==> src/rtl/ipsmacge_mapautmr.sv <==
// Transmit pause timer: turns received pause quanta into a maclk-cycle hold
// interval, deferring its start until any in-progress frame completes.
module ipsmacge_mapautmr #(
    parameter int QCLK = 64,
    parameter int QW   = 6
) (
    input  logic        marst_,
    input  logic        maclk,
    input  logic        ipauvld,
    input  logic [15:0] ipauqua,
    input  logic        pauen,
    input  logic        txbusy,
    input  logic        cntclr,
    output logic        txhold,
    output logic        pauact,
    output logic [15:0] pauremain,
    output logic [15:0] paucnt
);

    typedef enum logic [1:0] {IDLE, WAIT, PAUSE} state_t;

    state_t          state_q, state_d;
    logic [QW-1:0]   subcnt_q, subcnt_d;
    logic [15:0]     rem_q, rem_d;
    logic [15:0]     cnt_q, cnt_d;
    logic            vld_q;
    logic [15:0]     qua_q;
    logic            txhold_q, pauact_q;

    logic            ld;
    logic            qua_zero;
    logic            qtick;

    // A held valid only reloads when back-to-back frames change the quanta.
    assign ld       = pauen & ipauvld & (~vld_q | (ipauqua != qua_q));
    assign qua_zero = (ipauqua == 16'd0);
    assign qtick    = (state_q == PAUSE) && (subcnt_q == QW'(QCLK - 1));

    always_comb begin
        state_d  = state_q;
        subcnt_d = subcnt_q;
        rem_d    = rem_q;
        if (!pauen) begin
            state_d  = IDLE;
            subcnt_d = '0;
            rem_d    = 16'd0;
        end else begin
            case (state_q)
                IDLE: begin
                    if (ld && !qua_zero) begin
                        state_d  = txbusy ? WAIT : PAUSE;
                        rem_d    = ipauqua;
                        subcnt_d = '0;
                    end
                end
                WAIT: begin
                    if (ld) begin
                        if (qua_zero) begin
                            state_d = IDLE;
                            rem_d   = 16'd0;
                        end else begin
                            state_d = txbusy ? WAIT : PAUSE;
                            rem_d   = ipauqua;
                        end
                        subcnt_d = '0;
                    end else if (!txbusy) begin
                        state_d  = PAUSE;
                        subcnt_d = '0;
                    end
                end
                PAUSE: begin
                    // Sub-counter width equals log2(QCLK), so it wraps on its own.
                    subcnt_d = subcnt_q + {{(QW-1){1'b0}}, 1'b1};
                    if (ld) begin
                        subcnt_d = '0;
                        if (qua_zero) begin
                            state_d = IDLE;
                            rem_d   = 16'd0;
                        end else begin
                            rem_d = ipauqua;
                        end
                    end else if (qtick) begin
                        if (rem_q <= 16'd1) begin
                            state_d = IDLE;
                            rem_d   = 16'd0;
                        end else begin
                            rem_d = rem_q - 16'd1;
                        end
                    end
                end
                default: begin
                    state_d  = IDLE;
                    subcnt_d = '0;
                    rem_d    = 16'd0;
                end
            endcase
        end
    end

    always_comb begin
        cnt_d = cnt_q;
        if (cntclr)
            cnt_d = 16'd0;
        else if (ld && (cnt_q != 16'hFFFF))
            cnt_d = cnt_q + 16'd1;
    end

    always_ff @(posedge maclk or negedge marst_) begin
        if (!marst_) begin
            state_q  <= IDLE;
            subcnt_q <= '0;
            rem_q    <= 16'd0;
            cnt_q    <= 16'd0;
            vld_q    <= 1'b0;
            qua_q    <= 16'd0;
            txhold_q <= 1'b0;
            pauact_q <= 1'b0;
        end else begin
            state_q  <= state_d;
            subcnt_q <= subcnt_d;
            rem_q    <= rem_d;
            cnt_q    <= cnt_d;
            vld_q    <= ipauvld;
            qua_q    <= ipauqua;
            txhold_q <= (state_d != IDLE);
            pauact_q <= (state_d == PAUSE);
        end
    end

    assign txhold    = txhold_q;
    assign pauact    = pauact_q;
    assign pauremain = rem_q;
    assign paucnt    = cnt_q;

endmodule

==> config.mk <==
export PLATFORM = sky130hd
export DESIGN_NAME = ipsmacge_mapautmr
export DESIGN_NICKNAME = d
export VERILOG_FILES = /design/src/rtl/ipsmacge_mapautmr.sv
export SDC_FILE = /design/constraint.sdc
export NUM_CORES = 1
export LEC_CHECK = 0
export BUFFER_PORTS_ARGS = -buffer_cell sky130_fd_sc_hd__buf_2
export CAP_MARGIN = 20
export CORE_MARGIN = 2
export CORE_UTILIZATION = 30
export CTS_CLUSTER_SIZE = 12
export DETAILED_ROUTE_END_ITERATION = 6
export HOLD_SLACK_MARGIN = 0.05
export SLEW_MARGIN = 20
export SYNTH_ARGS = -nofsm -noshare
export SYNTH_HDL_FRONTEND = slang
export SYNTH_SLANG_ARGS = --single-unit
==> constraint.sdc <==
create_clock -name maclk -period 2.7 [get_ports maclk]
set_clock_uncertainty 0.15 [all_clocks]
set_input_delay 0.27 -clock maclk [delete_from_list [all_inputs] [get_ports maclk]]
set_output_delay 0.27 -clock maclk [all_outputs]
set_load 0.01 [all_outputs]
======== Yosys cells after proc, flatten, opt, wreduce, memory -nomap -nowiden ========
Cells that the tools add are included.
storage, ports and cells
  output and inout bits ................... 34
  register bits ........................... 59
  logic and storage cells ................. 63
cells by class
  add/sub/neg operators ................... 3
  bitwise gates (word level) .............. 4
  order comparisons ....................... 1
  multiplexer cells ....................... 27
  reduce and logical (&&, ||, !) cells .... 10
  eq/ne operators ......................... 10
operators with widths
  cell                   count
  $mux 16                9
  $pmux 16 s3            1
  $mux 6                 5
  $mux 2                 10
  $pmux 6 s3             1
  $add 16x1->16 const B  1
  $le 16x1->1 const B    1
  $logic_not 16->1       1
  $ne 16x16->1           1
  $ne 16x16->1 const B   1
  $sub 16x1->16 const B  1
  $ne 4x4->1 const B     2
  $add 6x1->6 const B    1
  $eq 6x6->1 const B     1
  $ne 3x3->1 const B     2
  $pmux 2 s3             1
  $eq 2x2->1 const B     2
  $reduce_bool 2->1      2
  $logic_and 1x1->1      3
  $reduce_and 3->1       1
  $and 1x1->1            2
  $eq 2x1->1 const B     1
  $logic_not 2->1        1
  $reduce_and 2->1       1
  3 further kinds        3

======== Logic depth before layout (Yosys ltp) ========
Gate-level depths: netlist (run 1).
  depth after elaboration ................. 8
  mapped depth ............................ 10
  mapped depth without buffers ............ 8

======== Worst setup path after synthesis (run 1) ========
OpenSTA, ideal clock, no wires.
  path kind ............................... reg-to-reg
  start point ............................. register rem_q[4] (netlist: pauremain[4])
  end point ............................... register rem_q[5] (netlist: pauremain[5])
  stages on the path, launching flop included .. 11
  setup time .............................. 0.124 ns
  required time ........................... 2.426 ns
  arrival ................................. 2.380 ns
  setup slack ............................. 0.046 ns
  cell sequence ........................... dfrtp_1 -> or2_4 -> or4b_4 -> buf_6 -> nor3_4 -> nand4b_4 -> or2_2 -> buf_6 -> buf_12 -> nor3_1 -> a211o_1
on the way
  longest elaborated chain between the ends .. 6
ends and longest elaborated chain
  item                                                 line    RTL
  start: declaration                                   24      logic [15:0] rem_q, rem_d;
  start signal: assignment                             121     rem_q <= rem_d;
  $sub 16x1->16 / $le 16x1->1 (equally long branches)  87, 83
  $mux 16 (*)                                          83      if (rem_q <= 16'd1) begin
  $mux 16 (*)                                          82      end else if (qtick) begin
  $mux 16 (*)                                          74      if (ld) begin
  $pmux 16 s3 (*)                                      48      case (state_q)
  $mux 16 (*)                                          43      if (!pauen) begin
Every way passes the cells marked *; elsewhere a longest branch is shown, timed or not. The select of a mux whose other input is x is not followed.
A chain may end at the register's enable or synchronous reset.

======== Worst setup path after layout (run 1) ========
  start point ............................. register qua_q[4]
  end point ............................... register rem_q[5] (netlist: pauremain[5])
on the way
  longest elaborated chain between the ends .. 6
ends and longest elaborated chain
  item                                                 line    RTL
  start: declaration                                   27      logic [15:0] qua_q;
  start signal: assignment                             124     qua_q <= ipauqua;
  $ne 16x16->1 (*)                                     35      assign ld = pauen & ipauvld & (~vld_q | (ipauqua != qua_q));
  $or 1x1->1 (*)                                       35
  $and 1x1->1 (*)                                      35
  $mux 16 / $logic_and 1x1->1 (equally long branches)  74, 50
  $pmux 16 s3 / $ne 3x3->1 (equally long branches)     -
  $mux 16 / $reduce_and 3->1 (equally long branches)   -
Every way passes the cells marked *; elsewhere a longest branch is shown, timed or not.

==> impl_metrics.ini, run 1 <==
[floorplan]
die_x_um = 108.1
start_util_pct = 30.39
fp.dieH_um = 108.1
rows = 38
fp.coreArea_mm2 = 0.01070
io_pins = 56
die_area_mm2 = 0.01168

[power]
power_frac_seq_pct = 43.6
power_w = 0.002212
p_int_w = 0.001600
swShare_pct = 27.67
net-switching-power_w = 0.0006122
p_leak_nw = 1.852
powerDensity_mw_per_mm2 = 527.5
p_comb_share_pct = 16.7
irDropWorstVdd_mv = 0.2182
clkPwrFrac_pct = 39.7

[grt]
grt_max_degree = 60
antenna_found_initial = 0
overflow = 0
grt_pass1_vias = 2891
grt_util_all_layers_pct = 16.24
grt_pass1_wl_um = 14580

[worst_setup_path]
critPathKind = reg -> reg
crit_family = simple AND/OR/NAND/NOR gates
worstSetupStartpointType = flip-flop
crit_path_top_delay_cell = or3_1
cp-end-kind = flip-flop
path_buf_inv = 1
cp_data_required_time_ps = 2790
cp_cell_sequence = xnor2_1 -> nand4_1 -> or3_1 -> o31ai_1 -> buf_4 -> or2_4 -> o21bai_1 -> a211o_1
max_stage_delay_ps = 460
critPathMaxFanout = 15
cp_data_arrival_time_ps = 2720

[clock_network]
cts-root-buf = clkbuf_8
cts_buffer_depth = 2
cts_buffers = 9
htreeDepth = 3
insertion_delay_ps = 350
cts_sinks = 59
path_clk_slew_ps = 70
cts_tree = built

[sta]
hold_viol_final = 0
max_clock_freq_mhz = 380.2
slew_violations = 0
slew-limit-headroom_pct = 49.36
max_slew.worst_pin.slew_ps = 759.6
fin_crit_ps = 2630
setup_viol = 0
worst_slack_ps = 69.73
finalCritPeriodShare_pct = 97.42
rsz0062_at_grt = true

[route]
vias = 2947
routed_wl_um = 8924
drt_iter0_drc = 170
firstDrtPassIters = 4
routedWlPerCell_um = 15.49
antenna_left = 0
via_per_inst = 5.116
drc = 0

[synth]
async_flop_share_pct = 100.0
synth-main-ff-cell = dfrtp_1
yosysMostFrequentCell = dfrtp_1
synth_nets = 365
synth-seq-cells = 59
synth_area_mm2 = 0.003251
synth_edf_count = 0
seq_area_frac_synth_pct = 45.42
synth.top_cells.by_area = dfrtp_1 (45%), xnor2_1 (7.8%), nor2_1 (4.2%)
avgSynthCellArea_um2 = 9.589
synth.top_cell.area_share_pct = 45.42
synth_cell_types = 61
yosys_warnings = 0
postSynthCellCount = 339
synthTopCellsByCount = dfrtp_1 (59), nor2_1 (36), nand2_1 (32), xnor2_1 (29), nor3_1 (20)
yosysTopAreaCell = dfrtp_1

[final_layout]
diodes = 0
area_growth_pct = 29.02
num-fill-cells = 1084
seq_area_mm2 = 0.001476
final_util_pct = 39.20
layoutNonFillerInstCount = 576
postLayoutCellArea_mm2 = 0.004194
fin_nets = 457
drive_above_1_share_pct = 25.00
multi_input_area_mm2 = 0.001677

[placed_design]
dpl.hpwl_um = 6270
dpl-instance-area_mm2 = 0.003751
port_buffers = 55
pre_cts_slack_ps = -38.02
gp_congestion = 0.8610
dp_cells = 540

[flow_run]
maxCapViolCount = 0

[hold_path]
hp-class = in -> reg

[outcome]
outcome = completed
[path summary, 6_finish.rpt]
kind                       slack (ps)      endpoint        from  cells after the start
setup / recovery                   70  pauremain[5]    qua_q[4]                      8
hold / removal                     70  pauremain[4]  ipauqua[4]                      3
setup reg to reg                   70  pauremain[5]    qua_q[4]                      8
hold reg to reg                   380    paucnt[14]  paucnt[14]                      1
max in group asynchronous        1430     paucnt[8]      marst_                      3
min in group asynchronous         460      qua_q[5]      marst_                      3
[registers in the layout, indices dropped and copies added (netlist names)]
| register | flops |
|---|---|
| vld_q | 1 |
| pauact | 1 |
| paucnt | 16 |
| txhold | 1 |
| subcnt_q | 6 |
| pauremain | 16 |
| qua_q | 16 |
| state_q | 2 |
[cell families after synthesis]
kind of cell	Yosys count	synth area share, %
mux	6	2.001
compound gates	64	14.09
fa+ha+maj	4	1.540
buf+inv	23	3.772
xor+xnor	30	8.083
simple gates	153	25.10
flops	59	45.42
[per-layer routing]
| metal | up-vias | track usage [%] | share of wire [%] |
|---|---|---|---|
| li1 | 1418 | - | - |
| met3 | 19 | 5.244 | 6.6 |
| met5 | - | 0 | 0 |
| met4 | 0 | 5.128 | 2.0 |
| met1 | 1405 | 19.92 | 43 |
| met2 | 105 | 27.13 | 49 |
[placed cells by master, fill, tap and decap left out, types with 9 or more instances in the layout]
master,n
nor2_1,36
nor3_1,20
nand3_1,11
nor4_1,10
buf_4,17
clkbuf_8,9
nand2_1,32
dlygate4sd3_1,19
inv_1,11
xnor2_1,29
buf_2,55
dfrtp_1,59
o21ai_0,10
[tightest hold or removal path, cell delays in order]
cell	delay [ps]
buf_2	120
nand2_1	70
o311ai_1	70
[final cells by class]
cell class	instances	share of cell area, %
Sequential cell	59	35.20
Clock inverter	6	1.909
Clock buffer	10	3.043
Timing Repair Buffer	92	14.62
Multi-Input combinational cell	257	39.98
Tap cell	140	4.177
Inverter	12	1.074
[metrics by stage]
| step | hold slack, ps | setup TNS, ps |
|---|---|---|
| final | 67.85 | 0 |
| after global routing | 73.73 | -74.81 |
| after CTS | 57.58 | 0 |
| after detailed placement | 275.7 | -38.02 |
| after global placement | 269.6 | -41.97 |
| after floorplan | -175.6 | 0 |
[power by group through the flow]
| stage | combinational [W] | clock (W) | sequential, W |
|---|---|---|---|
| floorplan | 0.000190 | 0 | 0.000985 |
| global placement | 0.000336 | 0 | 0.000980 |
| detailed placement | 0.000338 | 0 | 0.000980 |
| CTS | 0.000362 | 0.000904 | 0.000964 |
| global route | 0.000411 | 0.000952 | 0.000971 |
| finish | 0.000370 | 0.000878 | 0.000964 |
[repair_timing]
item | 4_1_cts | 5_1_grt
endpoints found under the hold margin | 77 | 0
hold buffers | 19 | 0
endpoints found under the setup margin | 1 | 20
gates cloned | 0 | 0
resized for setup | 1 | 6
buffers inserted | 0 | 1
pin swaps | 0 | 3
Power figures use the tool's default switching activity.
==> run 2: changes to the inputs <==
CORE_MARGIN = 1   (was 2)
==> run 2 against run 1 <==
Effect of this change:
- critical path type is now in -> reg
- maximum frequency shrank 1.3%
- clock power shrank 13%
- flip-flop and latch count is the same
- critical endpoint is now pauremain[8]
- setup slack lost 35 ps
- clock-buffer cell count shrank 1
- die area shrank 3.7%
- via count grew 2.1%
- largest power group unchanged
- combinational power grew 2%
- cell count is the same
- hold slack gained 1.1 ps
- final area grew 1.3%
- sequential share of layout area shrank 0.44 points
==> impl_metrics.ini, run 2 (synthesized netlist as in run 1, its figures left out) <==
[worst_setup_path]
cp_data_required_time_ps = 2770
critPathMaxFanout = 7
max_stage_delay_ps = 530
crit_path_top_delay_cell = dlygate4sd3_1
worstSetupStartpointType = input port
critPathKind = in -> reg
cp_cell_sequence = dlygate4sd3_1 -> buf_2 -> nor4_1 -> and4_1 -> buf_4 -> nor3_1 -> a211oi_1 -> a21oi_1 -> o2bb2ai_1 -> a211o_1
path_buf_inv = 3
crit_family = compound AO/OA/AOI/OAI gates
cp-end-kind = flip-flop
cp_data_arrival_time_ps = 2730

[power]
p_comb_share_pct = 18.0
power_frac_seq_pct = 45.8
net-switching-power_w = 0.0006042
clkPwrFrac_pct = 36.3
p_int_w = 0.001508
powerDensity_mw_per_mm2 = 497.4
p_leak_nw = 1.880
swShare_pct = 28.61
irDropWorstVdd_mv = 0.2977

[placed_design]
port_buffers = 55
dpl-instance-area_mm2 = 0.003774
dpl.hpwl_um = 6446
gp_congestion = 0.8053

[route]
routed_wl_um = 8979
firstDrtPassIters = 4
routedWlPerCell_um = 15.59
vias = 3009
drc = 0
via_per_inst = 5.224
antenna_left = 0
drt_iter0_drc = 111

[clock_network]
cts_sinks = 59
path_clk_slew_ps = 70
cts-root-buf = clkbuf_8
cts_buffer_depth = 2
insertion_delay_ps = 340
cts_tree = built
htreeDepth = 3
cts_buffers = 9

[grt]
grt_util_all_layers_pct = 16.51
grt_max_degree = 31
grt_pass1_wl_um = 14540
antenna_found_initial = 0
overflow = 0
grt_pass1_vias = 2897

[final_layout]
postLayoutCellArea_mm2 = 0.004247
drive_above_1_share_pct = 27.05
mostFrequentLayoutCell = dfrtp_1
layout_common_cells = dfrtp_1 (59), buf_2 (55), nor2_1 (36), nand2_1 (32), xnor2_1 (26)
diodes = 0
area_growth_pct = 30.64
final_util_pct = 40.77
fin_nets = 462
num-fill-cells = 1047

[floorplan]
rows = 37
fp.coreArea_mm2 = 0.01042
fp.dieH_um = 106.1
start_util_pct = 31.21
die_area_mm2 = 0.01126
die_x_um = 106.1
io_pins = 56

[sta]
rsz0062_at_grt = true
fin_crit_ps = 2665
slew-limit-headroom_pct = 48.71
finalCritPeriodShare_pct = 98.71
setup_viol = 0
slew_violations = 0
max_clock_freq_mhz = 375.2
hold_viol_final = 0
max_slew.worst_pin.slew_ps = 769.4

[hold_path]
hp-class = in -> reg

[flow_run]
maxCapViolCount = 0

[outcome]
outcome = completed
-- run 2: what timing repair did --
item,4_1_cts,5_1_grt
endpoints found under the hold margin,46,0
buffers inserted,0,4
endpoints found under the setup margin,0,30
gates resized for setup,0,17
hold buffers,18,0
-- run 2: final timing paths --
kind / startpoint / end / slack [ps] / cells after the start
worst max-delay path: ipauqua[5] / pauremain[8] / 30 / 10
worst min-delay path: ipauqua[4] / pauremain[4] / 70 / 3
worst max register to register: pauremain[5] / pauremain[14] / 80 / 7
worst min register to register: paucnt[14] / paucnt[14] / 370 / 1
max in group asynchronous: marst_ / paucnt[6] / 1420 / 3
min in group asynchronous: marst_ / pauremain[15] / 360 / 2
-- run 2: worst reg2reg max path: cells and delay by family (launching register included) --
family           cells  cell delay (ps)
AO/OA/AOI/OAI        2              280
multiplexers         1              220
AND/OR/NAND/NOR      4             1470
flip-flops           1              400
-- run 2: power groups by stage --
| stage | logic, W | clock network (W) | registers, W |
|---|---|---|---|
| after global routing | 0.000418 | 0.000827 | 0.000973 |
| after CTS | 0.000360 | 0.000794 | 0.000965 |
| after global placement | 0.000333 | 0 | 0.000979 |
| after detailed placement | 0.000338 | 0 | 0.000982 |
| final | 0.000379 | 0.000766 | 0.000967 |
| after floorplan | 0.000190 | 0 | 0.000985 |
-- run 2: metal layers --
layer	vias to the layer above	track usage, %	share of wire (%)
met5	-	0	0
met4	0	5.060	0.81
met3	6	4.782	5.6
met2	87	26.94	49
met1	1482	21.08	45
li1	1434	-	-
-- run 2: area by class of cell --
class	count	area [um^2]	area share, %
multi-input cells	257	1722	40.54
flip-flops and latches	59	1476	34.77
repair buffers	97	651.9	15.35
well taps	136	170.2	4.007
clock buffers	9	123.9	2.917
clock inverters	6	57.56	1.355
inverters	12	45.04	1.061
-- run 2: metrics by stage --
stage	hold slack, ps	instances	worst slack, ps	power, W	setup TNS, ps
floorplan	-175.6	339	45.89	0.001175	0
global placement	214.9	538	22.77	0.001313	0
detailed placement	218.5	538	0.5660	0.001319	0
CTS	50.76	571	5.736	0.002118	0
global route	75.51	576	-26.70	0.002217	-65.97
finish	68.97	576	34.87	0.002112	0
